<file path="config.mk">
export PLATFORM = sky130hd
export DESIGN_NAME = scan_test_ctrl
export DESIGN_NICKNAME = d
export VERILOG_FILES = /design/src/rtl/scan_test_ctrl_pkg.sv /design/src/rtl/scan_resp_cmp.sv /design/src/rtl/scan_test_ctrl.sv
export SDC_FILE = /design/constraint.sdc
export NUM_CORES = 1
export LEC_CHECK = 0
export CAP_MARGIN = 25
export CORE_UTILIZATION = 44
export CTS_BUF_LIST = sky130_fd_sc_hd__clkbuf_8
export DETAILED_ROUTE_END_ITERATION = 8
export PLACE_DENSITY_LB_ADDON = 0.3
export SLEW_MARGIN = 30
export SYNTH_ARGS = -nofsm -noshare
export SYNTH_HDL_FRONTEND = slang
export SYNTH_SLANG_ARGS = --single-unit
</file>
<file path="constraint.sdc">
create_clock -name CK -period 2.98 [get_ports CK]
set_input_delay 0.596 -clock CK [delete_from_list [all_inputs] [get_ports CK]]
set_output_delay 0.596 -clock CK [all_outputs]
set_load 0.005 [all_outputs]
</file>
<file path="src/rtl/scan_test_ctrl_pkg.sv">
// rtl/scan_test_ctrl_pkg.sv - shared types and sizes for the scan-test sequencer
//
// Purpose: FSM state encoding, shift-counter width and latched-pattern record
//          used by scan_test_ctrl and scan_resp_cmp.
//          The record fields are sized from the PKG_* values, which are also
//          the default values of the scan_test_ctrl parameters.
// Ports:   none (package).
package scan_test_ctrl_pkg;

  localparam int PKG_N_PI = 4;
  localparam int PKG_N_PO = 1;
  localparam int PKG_N_FF = 3;

  // The counter indexes shift cycles 0..N_FF-1; the extra headroom keeps
  // N_FF=1 at a legal one-bit width.
  localparam int SCNT_W = $clog2(PKG_N_FF + 1);

  typedef enum logic [2:0] {
    IDLE,
    SHIFT_IN,
    CAPTURE,
    SHIFT_OUT,
    REPORT
  } state_t;

  typedef struct packed {
    logic [PKG_N_PI-1:0] pi;
    logic [PKG_N_FF-1:0] si;
    logic [PKG_N_PO-1:0] epo;
    logic [PKG_N_FF-1:0] eff;
  } pat_t;

endpackage

</file>
<file path="src/rtl/scan_resp_cmp.sv">
// rtl/scan_resp_cmp.sv - response comparator for one scan pattern
//
// Purpose: flags a pattern as failing when the sampled PO or the shifted-out
//          captured state differs from the expected values.  Kept on its own
//          so per-bit masking or X handling can be added here later.
// Ports:   po_smp/epo - sampled and expected primary outputs
//          obs/eff    - observed and expected captured state
//          fail       - 1 on any mismatch
module scan_resp_cmp
  import scan_test_ctrl_pkg::*;
#(
  parameter int N_PO = PKG_N_PO,
  parameter int N_FF = PKG_N_FF
) (
  input  logic [N_PO-1:0] po_smp,
  input  logic [N_PO-1:0] epo,
  input  logic [N_FF-1:0] obs,
  input  logic [N_FF-1:0] eff,
  output logic            fail
);

  assign fail = (po_smp != epo) | (obs != eff);

endmodule

</file>
<file path="src/rtl/scan_test_ctrl.sv">
// rtl/scan_test_ctrl.sv - mux-scan test sequencer: shift-in, capture, shift-out, compare
//
// Purpose: accepts one pattern per PAT_VLD/PAT_RDY handshake, scans the state
//          in, pulses one capture cycle, scans the response out and reports
//          pass/fail on the RES_VLD/RES_RDY handshake.  Keeps saturating
//          pattern and fail counters.  All outputs are registered.
// Ports:   CK, RST                  - clock, synchronous active-high reset
//          PAT_VLD/PAT_RDY/PAT_*    - pattern input handshake and fields
//          ABORT                    - drop the pattern in flight
//          SE/SI/SO/CE/PI/PO        - scan chain and circuit interface
//          RES_VLD/RES_RDY/RES_*    - result handshake and fields
//          PAT_CNT/FAIL_CNT         - completed / failing pattern counters
// Macro:   SCAN_TEST_CTRL_FIRST_FAIL_EN adds FIRST_FAIL_VLD/FIRST_FAIL_IDX,
//          the PAT_CNT value of the first failing pattern since reset.
module scan_test_ctrl
  import scan_test_ctrl_pkg::*;
#(
  parameter int N_PI  = PKG_N_PI,
  parameter int N_PO  = PKG_N_PO,
  parameter int N_FF  = PKG_N_FF,
  parameter int CNT_W = 16
) (
  input  logic             CK,
  input  logic             RST,
  input  logic             PAT_VLD,
  output logic             PAT_RDY,
  input  logic [N_PI-1:0]  PAT_PI,
  input  logic [N_FF-1:0]  PAT_SI,
  input  logic [N_PO-1:0]  PAT_EPO,
  input  logic [N_FF-1:0]  PAT_EFF,
  input  logic             ABORT,
  output logic             SE,
  output logic             SI,
  input  logic             SO,
  output logic             CE,
  output logic [N_PI-1:0]  PI,
  input  logic [N_PO-1:0]  PO,
  output logic             RES_VLD,
  input  logic             RES_RDY,
  output logic             RES_FAIL,
  output logic [N_FF-1:0]  RES_OBS,
  output logic [CNT_W-1:0] PAT_CNT,
  output logic [CNT_W-1:0] FAIL_CNT
`ifdef SCAN_TEST_CTRL_FIRST_FAIL_EN
  ,
  output logic             FIRST_FAIL_VLD,
  output logic [CNT_W-1:0] FIRST_FAIL_IDX
`endif
);

  state_t            state, state_d;
  pat_t              pat, pat_d;
  logic [SCNT_W-1:0] cnt, cnt_d;
  logic [N_PO-1:0]   po_smp, po_smp_d;
  logic [N_FF-1:0]   obs, obs_d, obs_ins;
  logic              se_d, si_d, ce_d, pat_rdy_d;
  logic              res_vld_d, res_fail_d;
  logic [N_FF-1:0]   res_obs_d;
  logic [N_PI-1:0]   pi_d;
  logic [CNT_W-1:0]  pat_cnt_d, fail_cnt_d;
  logic              last_shift;
  logic              cmp_fail;
`ifdef SCAN_TEST_CTRL_FIRST_FAIL_EN
  logic              ff_vld_d;
  logic [CNT_W-1:0]  ff_idx_d;
`endif

  assign last_shift = (cnt == SCNT_W'(N_FF - 1));

  // Observed vector including the bit arriving on SO this cycle, so the
  // final shift-out cycle can register a complete result.
  always_comb begin
    obs_ins      = obs;
    obs_ins[cnt] = SO;
  end

  scan_resp_cmp #(
    .N_PO (N_PO),
    .N_FF (N_FF)
  ) u_cmp (
    .po_smp (po_smp),
    .epo    (pat.epo),
    .obs    (obs_ins),
    .eff    (pat.eff),
    .fail   (cmp_fail)
  );

  always_comb begin
    state_d    = state;
    pat_d      = pat;
    cnt_d      = cnt;
    po_smp_d   = po_smp;
    obs_d      = obs;
    se_d       = SE;
    si_d       = SI;
    ce_d       = CE;
    pi_d       = PI;
    res_vld_d  = RES_VLD;
    res_fail_d = RES_FAIL;
    res_obs_d  = RES_OBS;
    pat_cnt_d  = PAT_CNT;
    fail_cnt_d = FAIL_CNT;
`ifdef SCAN_TEST_CTRL_FIRST_FAIL_EN
    ff_vld_d   = FIRST_FAIL_VLD;
    ff_idx_d   = FIRST_FAIL_IDX;
`endif

    if (ABORT && state != IDLE) begin
      state_d   = IDLE;
      se_d      = 1'b0;
      si_d      = 1'b0;
      ce_d      = 1'b0;
      res_vld_d = 1'b0;
      pi_d      = '0;
    end else begin
      case (state)
        IDLE: begin
          // ABORT also blocks acceptance here, so a pattern offered in the
          // abort cycle is never taken.
          if (PAT_VLD && PAT_RDY && !ABORT) begin
            pat_d   = '{pi: PAT_PI, si: PAT_SI, epo: PAT_EPO, eff: PAT_EFF};
            cnt_d   = '0;
            state_d = SHIFT_IN;
            se_d    = 1'b1;
            si_d    = PAT_SI[0];
            pi_d    = PAT_PI;
          end
        end
        SHIFT_IN: begin
          pi_d = pat.pi;
          if (last_shift) begin
            state_d = CAPTURE;
            se_d    = 1'b0;
            si_d    = 1'b0;
            ce_d    = 1'b1;
          end else begin
            cnt_d = cnt + 1'b1;
            si_d  = pat.si[cnt_d];
          end
        end
        CAPTURE: begin
          // PO still reflects the scanned-in state during this cycle.
          po_smp_d = PO;
          state_d  = SHIFT_OUT;
          ce_d     = 1'b0;
          se_d     = 1'b1;
          si_d     = 1'b0;
          cnt_d    = '0;
        end
        SHIFT_OUT: begin
          obs_d = obs_ins;
          if (last_shift) begin
            state_d    = REPORT;
            se_d       = 1'b0;
            res_vld_d  = 1'b1;
            res_obs_d  = obs_ins;
            res_fail_d = cmp_fail;
          end else begin
            cnt_d = cnt + 1'b1;
          end
        end
        REPORT: begin
          if (RES_RDY) begin
            state_d   = IDLE;
            res_vld_d = 1'b0;
            pi_d      = '0;
            if (!(&PAT_CNT)) pat_cnt_d = PAT_CNT + 1'b1;
            if (RES_FAIL && !(&FAIL_CNT)) fail_cnt_d = FAIL_CNT + 1'b1;
`ifdef SCAN_TEST_CTRL_FIRST_FAIL_EN
            if (RES_FAIL && !FIRST_FAIL_VLD) begin
              ff_vld_d = 1'b1;
              ff_idx_d = PAT_CNT;
            end
`endif
          end
        end
        default: state_d = IDLE;
      endcase
    end

    pat_rdy_d = (state_d == IDLE);
  end

  always_ff @(posedge CK) begin
    if (RST) begin
      state    <= IDLE;
      pat      <= '0;
      cnt      <= '0;
      po_smp   <= '0;
      obs      <= '0;
      PAT_RDY  <= 1'b1;
      SE       <= 1'b0;
      SI       <= 1'b0;
      CE       <= 1'b0;
      PI       <= '0;
      RES_VLD  <= 1'b0;
      RES_FAIL <= 1'b0;
      RES_OBS  <= '0;
      PAT_CNT  <= '0;
      FAIL_CNT <= '0;
`ifdef SCAN_TEST_CTRL_FIRST_FAIL_EN
      FIRST_FAIL_VLD <= 1'b0;
      FIRST_FAIL_IDX <= '0;
`endif
    end else begin
      state    <= state_d;
      pat      <= pat_d;
      cnt      <= cnt_d;
      po_smp   <= po_smp_d;
      obs      <= obs_d;
      PAT_RDY  <= pat_rdy_d;
      SE       <= se_d;
      SI       <= si_d;
      CE       <= ce_d;
      PI       <= pi_d;
      RES_VLD  <= res_vld_d;
      RES_FAIL <= res_fail_d;
      RES_OBS  <= res_obs_d;
      PAT_CNT  <= pat_cnt_d;
      FAIL_CNT <= fail_cnt_d;
`ifdef SCAN_TEST_CTRL_FIRST_FAIL_EN
      FIRST_FAIL_VLD <= ff_vld_d;
      FIRST_FAIL_IDX <= ff_idx_d;
`endif
    end
  end

endmodule

</file>
==> out/qor.csv, run 1 <==
metric;value;unit
clk root buf;clkbuf_8;
internal power;1480;µW
Netlist Area Pre-Place;3330;µm²
Cells after Synth;390;
ANT cells;0;
Critical Path Most Common Cell;or4_1;
clk slew on worst S/H paths;70;ps
CTS tree;yes;
die height;89.0;µm
IO Pins;63;
unrepaired setup endpoints after global routing;no;
Area growth, synth to finish;30.1;%
# DRC;0;
core area;7290;µm²
sequential share of power;47.3;%
Clock Tree Buf Depth;2;
Lkg Pwr;0.00152;µW
Worst Path Max Fanout;6;
setup_tns;0;ps
initial core utilization;45.7;%
Sink Count;65;
vias in the first global route;2877;
WL final;7930;µm
worst hold path class;reg2reg;
crit-path cells;clkdlybuf4s50_1 > or4b_1 > or4_1 > or4_1 > a21oi_1;
Fill cells;697;
final period utilization;87.4;%
pre-CTS setup slack;20.6;ps
Final Skew;7.31;ps
main flop type after synthesis;dfxtp_1;
fmax;0.384;GHz
Post-Syn Area per Cell;8.54;µm²
DR pass1 iterations;5;
Sw Share;22.2;%
slowest CP cell;or4_1;
Setup Viol. Count Final;0;
Worst path max stage delay;600;ps
combinational share of power;8.4;%
fin area;4330;µm²
max_cap viols;0;
VDD IR max;0.000390;V
first-pass GRT wire length;13200;µm
clock share of power;44.3;%
CP required;3240;ps
share of the synthesized area in the top cell type;39.1;%
port bufs;62;
Period minus WS final;2600;ps
crit path capture type;flip-flop;
share of layout cells above drive strength 1;9.70;%
dpl cell area;4110;µm²
CP Launch Type;primary input;
remaining global-route overflow;0;
synthesis-stage register bit count;65;
Mapped Nets;413;
measured slew at the worst slew-check pin;700;ps
PostCTS Resize Cnt;0;
number of synthesized flops with an enable pin;0;
largest delay contributor family on the critical path;simple AND/OR/NAND/NOR gates;
final slew viol count;0;
total power;1900;µW
Synth area leader;dfxtp_1;
Num CTS Buffers;9;
endpoints failing hold;0;
Post-synth ARST share;0;%
worst setup margin;376;ps
postcts setup bufs;0;
Yosys cell types;51;
status;completed;
most common cell in the netlist;dfxtp_1;
DRT iter0 DRCs;115;
register area share after synthesis;39.1;%
crit path DAT;2870;ps
H-tree depth;3;
detail-routed via count per cell;5.72;
Tot GR Track Use;21.0;%
Power Density;438;nW/µm²
slew margin rel.;52.7;%
global placement routability congestion;0.853;
Post-DRT Antenna Nets;0;
# rows;31;
Layout Nets;482;
Post-DP HPWL;5570;µm
synth warn;0;
switching power;421;µW
most common library cells after synthesis;dfxtp_1 (65), nor2_1 (41), a21oi_1 (30);
hold buffers post-CTS;0;
die area;7920;µm²
top post-synthesis cells by area;dfxtp_1 (39%), mux2i_1 (6.6%), nor2_1 (4.6%);
buffers plus inverters on the worst setup path;1;
via count;3221;
Die W;89.0;µm
antenna violations before repair;0;
WS Path Type;in2reg;
wire per inst;14.1;µm
clk_lat worst skew;340;ps
pin count of the biggest net entering global routing;29;
## area by class of cell
class                      instances  area, µm²  area share (%)
multi-input combinational        299       1930            44.5
sequential                        65       1300            30.0
timing repair buffer              77        728            16.8
clock buffer                      11        151            3.50
tap                               99        124            2.86
clock inverter                     5       71.3            1.65
inverter                           7       26.3           0.607
## placed cells by master, fill, tap and decap left out, types with 2 or more instances in the layout
| master | Yosys | final |
|---|---|---|
| a21oi_1 | 30 | 30 |
| or3b_2 | 2 | 2 |
| a311oi_1 | 3 | 3 |
| clkdlybuf4s50_1 | 0 | 61 |
| xnor2_1 | 3 | 3 |
| bufinv_16 | 0 | 2 |
| or4b_2 | 2 | 2 |
| o21bai_1 | 2 | 2 |
| nor4b_1 | 3 | 3 |
| nor2_1 | 41 | 41 |
| or3_1 | 7 | 7 |
| and3_1 | 6 | 6 |
| xor2_1 | 2 | 2 |
| dfxtp_1 | 65 | 65 |
| or4_1 | 5 | 5 |
| and4b_1 | 2 | 2 |
| nand3b_1 | 6 | 6 |
| a31oi_1 | 6 | 6 |
| nand2b_1 | 11 | 11 |
| o31ai_1 | 8 | 8 |
| nor4_1 | 9 | 9 |
| ha_1 | 5 | 5 |
| clkbuf_8 | 0 | 11 |
| a211oi_1 | 7 | 7 |
| a2111oi_0 | 2 | 2 |
| o41ai_1 | 2 | 2 |
| o211ai_1 | 2 | 2 |
| inv_1 | 7 | 10 |
| and4_1 | 5 | 5 |
| nor2b_1 | 9 | 9 |
| nand2_1 | 23 | 23 |
| mux2_2 | 9 | 9 |
| nor3b_1 | 3 | 3 |
| nand4_1 | 11 | 11 |
| o21ai_0 | 9 | 9 |
| mux2i_1 | 22 | 22 |
| nor3_1 | 17 | 17 |
| nand3_1 | 13 | 13 |
| buf_4 | 0 | 15 |
## metrics by stage
step	util, %	hold WS, ps	cells
floorplan	-	436	390
global placement	56.3	444	547
detailed placement	56.3	460	547
CTS	59.4	470	563
global route	59.4	485	563
finish	59.4	467	563
## cells by family after synthesis
kind of cell | synth area share (%)
DFF | 39.1
and+or+nand+nor | 29.6
xor gates and xnor gates | 1.32
AOI/OAI and AO/OA | 15.4
adders and majority gates | 1.88
buffers and inverters | 3.01
muxes | 9.66
## power groups by stage
stage | Combinational (µW) | Sequential, µW | Clock [µW]
after global placement | 154 | 916 | 0
after global routing | 174 | 898 | 895
final | 159 | 897 | 841
after floorplan | 89.1 | 916 | 0
after CTS | 159 | 896 | 861
after detailed placement | 158 | 916 | 0
## tightest hold or removal path, delay by kind of cell (launching register included)
kind / cells / cell delay (ps)
flops: 1 / 310
compound gates: 1 / 60
simple gates: 1 / 50
## sequential cells by signal (all words and copies together), names as in the netlist, 2 cells and up
register / count
pat: 11
PAT_CNT: 16
FAIL_CNT: 16
PI: 4
obs: 3
RES_OBS: 3
cnt: 2
state: 3
## path summary, 6_finish.rpt
path / cells past startpoint / slack, ps / startpoint / end
worst max register to register: 4 / 700 / RES_FAIL / FAIL_CNT[11]
worst min-delay path: 2 / 470 / RES_OBS[2] / RES_OBS[2]
worst max-delay path: 5 / 380 / ABORT / FAIL_CNT[11]
worst min register to register: 2 / 470 / RES_OBS[2] / RES_OBS[2]
## routing by layer
metal	global-route usage, %	routed length (µm)	up-vias
met5	0	0	-
met4	6.35	109	0
met3	4.34	317	13
met2	36.9	3840	80
met1	26.1	3660	1528
li1	-	-	1600
Power figures use the tool's default switching activity.
==> run 2: changes to the inputs <==
--- a/config.mk
+++ b/config.mk
@@ -10,6 +10,7 @@
 export CTS_BUF_LIST = sky130_fd_sc_hd__clkbuf_8
 export DETAILED_ROUTE_END_ITERATION = 8
 export PLACE_DENSITY_LB_ADDON = 0.3
+export REMOVE_ABC_BUFFERS = 1
 export SLEW_MARGIN = 30
 export SYNTH_ARGS = -nofsm -noshare
 export SYNTH_HDL_FRONTEND = slang
==> run 2 against run 1 <==
Effect of this change: via count down 1.1%; cell area about the same; power down 1.0%; cell count unchanged; count of clock-buffer cells in the layout down 2; sequential cell count unchanged; worst hold slack worse by 3.5 ps; sequential share of layout area about the same; critical path type unchanged; largest power group unchanged.
==> out/qor.csv, run 2 (synthesized netlist as in run 1, its figures left out) <==
metric;value;unit
ANT cells;0;
worst hold endpoint;obs[0];
WS Path Type;in2reg;
H-tree depth;3;
Post-DP HPWL;5650;µm
Clock Tree Buf Depth;2;
Area growth, synth to finish;30.0;%
initial core utilization;45.7;%
crit path capture type;flip-flop;
commonest non-fill, non-tap cells in the layout;dfxtp_1 (65), clkdlybuf4s50_1 (61), nor2_1 (41);
die height;89.0;µm
Num CTS Buffers;9;
Power Density;434;nW/µm²
measured slew at the worst slew-check pin;734;ps
max_cap viols;0;
pin count of the biggest net entering global routing;31;
worst setup margin;455;ps
CP Launch Type;primary input;
sequential share of power;47.9;%
Sink Count;65;
fin area;4330;µm²
core area;7290;µm²
final slew viol count;0;
via count;3186;
WL final;7950;µm
Setup Viol. Count Final;0;
clock share of power;43.9;%
# DRC;0;
Reg-to-Reg End;FAIL_CNT[7];
slew margin rel.;50.6;%
clk root buf;clkbuf_8;
endpoints failing hold;0;
setup_tns;0;ps
FF-to-FF path depth;5;
Layout Cells excl Fill;563;
DRT iter0 DRCs;182;
fmax;0.396;GHz
Final Skew;8.92;ps
status;completed;
clk slew on worst S/H paths;80;ps
Post-DRT Antenna Nets;0;
# rows;31;
biggest registers after layout;FAIL_CNT: 16 flops, PAT_CNT: 16 flops, pat: 11 flops;
pre-CTS setup slack;115;ps
Lkg Pwr;0.00150;µW
switching power;439;µW
IO Pins;63;
Period minus WS final;2520;ps
Die W;89.0;µm
CTS tree;yes;
DR pass1 iterations;4;
final period utilization;84.7;%
port bufs;62;
Placed Cells;547;
Worst Path Max Fanout;5;
crit path DAT;2800;ps
worst reg2reg startpoint;state[0];
VDD IR max;0.000228;V
wire per inst;14.1;µm
worst hold path class;reg2reg;
Tot GR Track Use;21.3;%
Register-to-Register Setup Slack;670;ps
first-pass GRT wire length;13100;µm
dpl cell area;4110;µm²
Worst Hold Launch;obs[0];
most common cell after layout, fill and taps aside;dfxtp_1;
remaining global-route overflow;0;
Layout Nets;482;
global placement routability congestion;0.809;
Hold WS;463;ps
antenna violations before repair;0;
combinational share of power;8.3;%
unrepaired setup endpoints after global routing;no;
detail-routed via count per cell;5.66;
share of layout cells above drive strength 1;10.1;%
internal power;1440;µW
vias in the first global route;2904;
PostCTS Resize Cnt;0;
clk_lat worst skew;350;ps
hold buffers post-CTS;0;
die area;7920;µm²
hold path cells;2;
postcts setup bufs;0;
CP required;3260;ps
Sw Share;23.4;%
run 2: metrics by stage:
step / util [%] / power [µW]
2_1_floorplan: - / 991
3_3_place_gp: 56.3 / 1070
3_5_place_dp: 56.3 / 1070
4_1_cts: 59.4 / 1890
5_1_grt: 59.4 / 1960
6_report: 59.4 / 1880
run 2: cell type report:
type / instances / area [µm²]
tap: 99 / 124
timing repair buffer: 77 / 728
inverter: 7 / 26.3
multi-input combinational: 299 / 1930
clock inverter: 7 / 96.3
sequential: 65 / 1300
clock buffer: 9 / 124
fill: 688 / 2960
run 2: power by group through the flow:
stage / clock [µW] / sequential [µW] / combinational, µW
floorplan: 0 / 919 / 71.8
global placement: 0 / 918 / 152
detailed placement: 0 / 919 / 155
CTS: 839 / 899 / 156
global route: 887 / 900 / 171
finish: 824 / 898 / 155
run 2: worst max-delay path, stage by stage:
cell and delay (ps):
clkdlybuf4s50_1 410, or4b_1 520, or4_1 630, buf_4 200, or3_1 300, a21oi_1 150
run 2: how the worst max path moves through the flow:
| stage | start | end | slack [ps] | depth (start not counted) |
|---|---|---|---|---|
| after floorplan | ABORT | FAIL_CNT[11] | 530 | 4 |
| after global placement | ABORT | FAIL_CNT[11] | 140 | 5 |
| after detailed placement | ABORT | FAIL_CNT[13] | 120 | 5 |
| after CTS | ABORT | FAIL_CNT[13] | 470 | 5 |
| after global routing | ABORT | FAIL_CNT[7] | 360 | 6 |
| final | ABORT | FAIL_CNT[7] | 460 | 6 |
run 2: routing by layer:
metal  global-route usage, %  up-vias  routed length (µm)
li1                        -     1595                   -
met5                       0        -                   0
met2                    35.2       57                3740
met4                    8.66        0                  97
met1                    27.0     1524                3800
met3                    4.62       10                 307
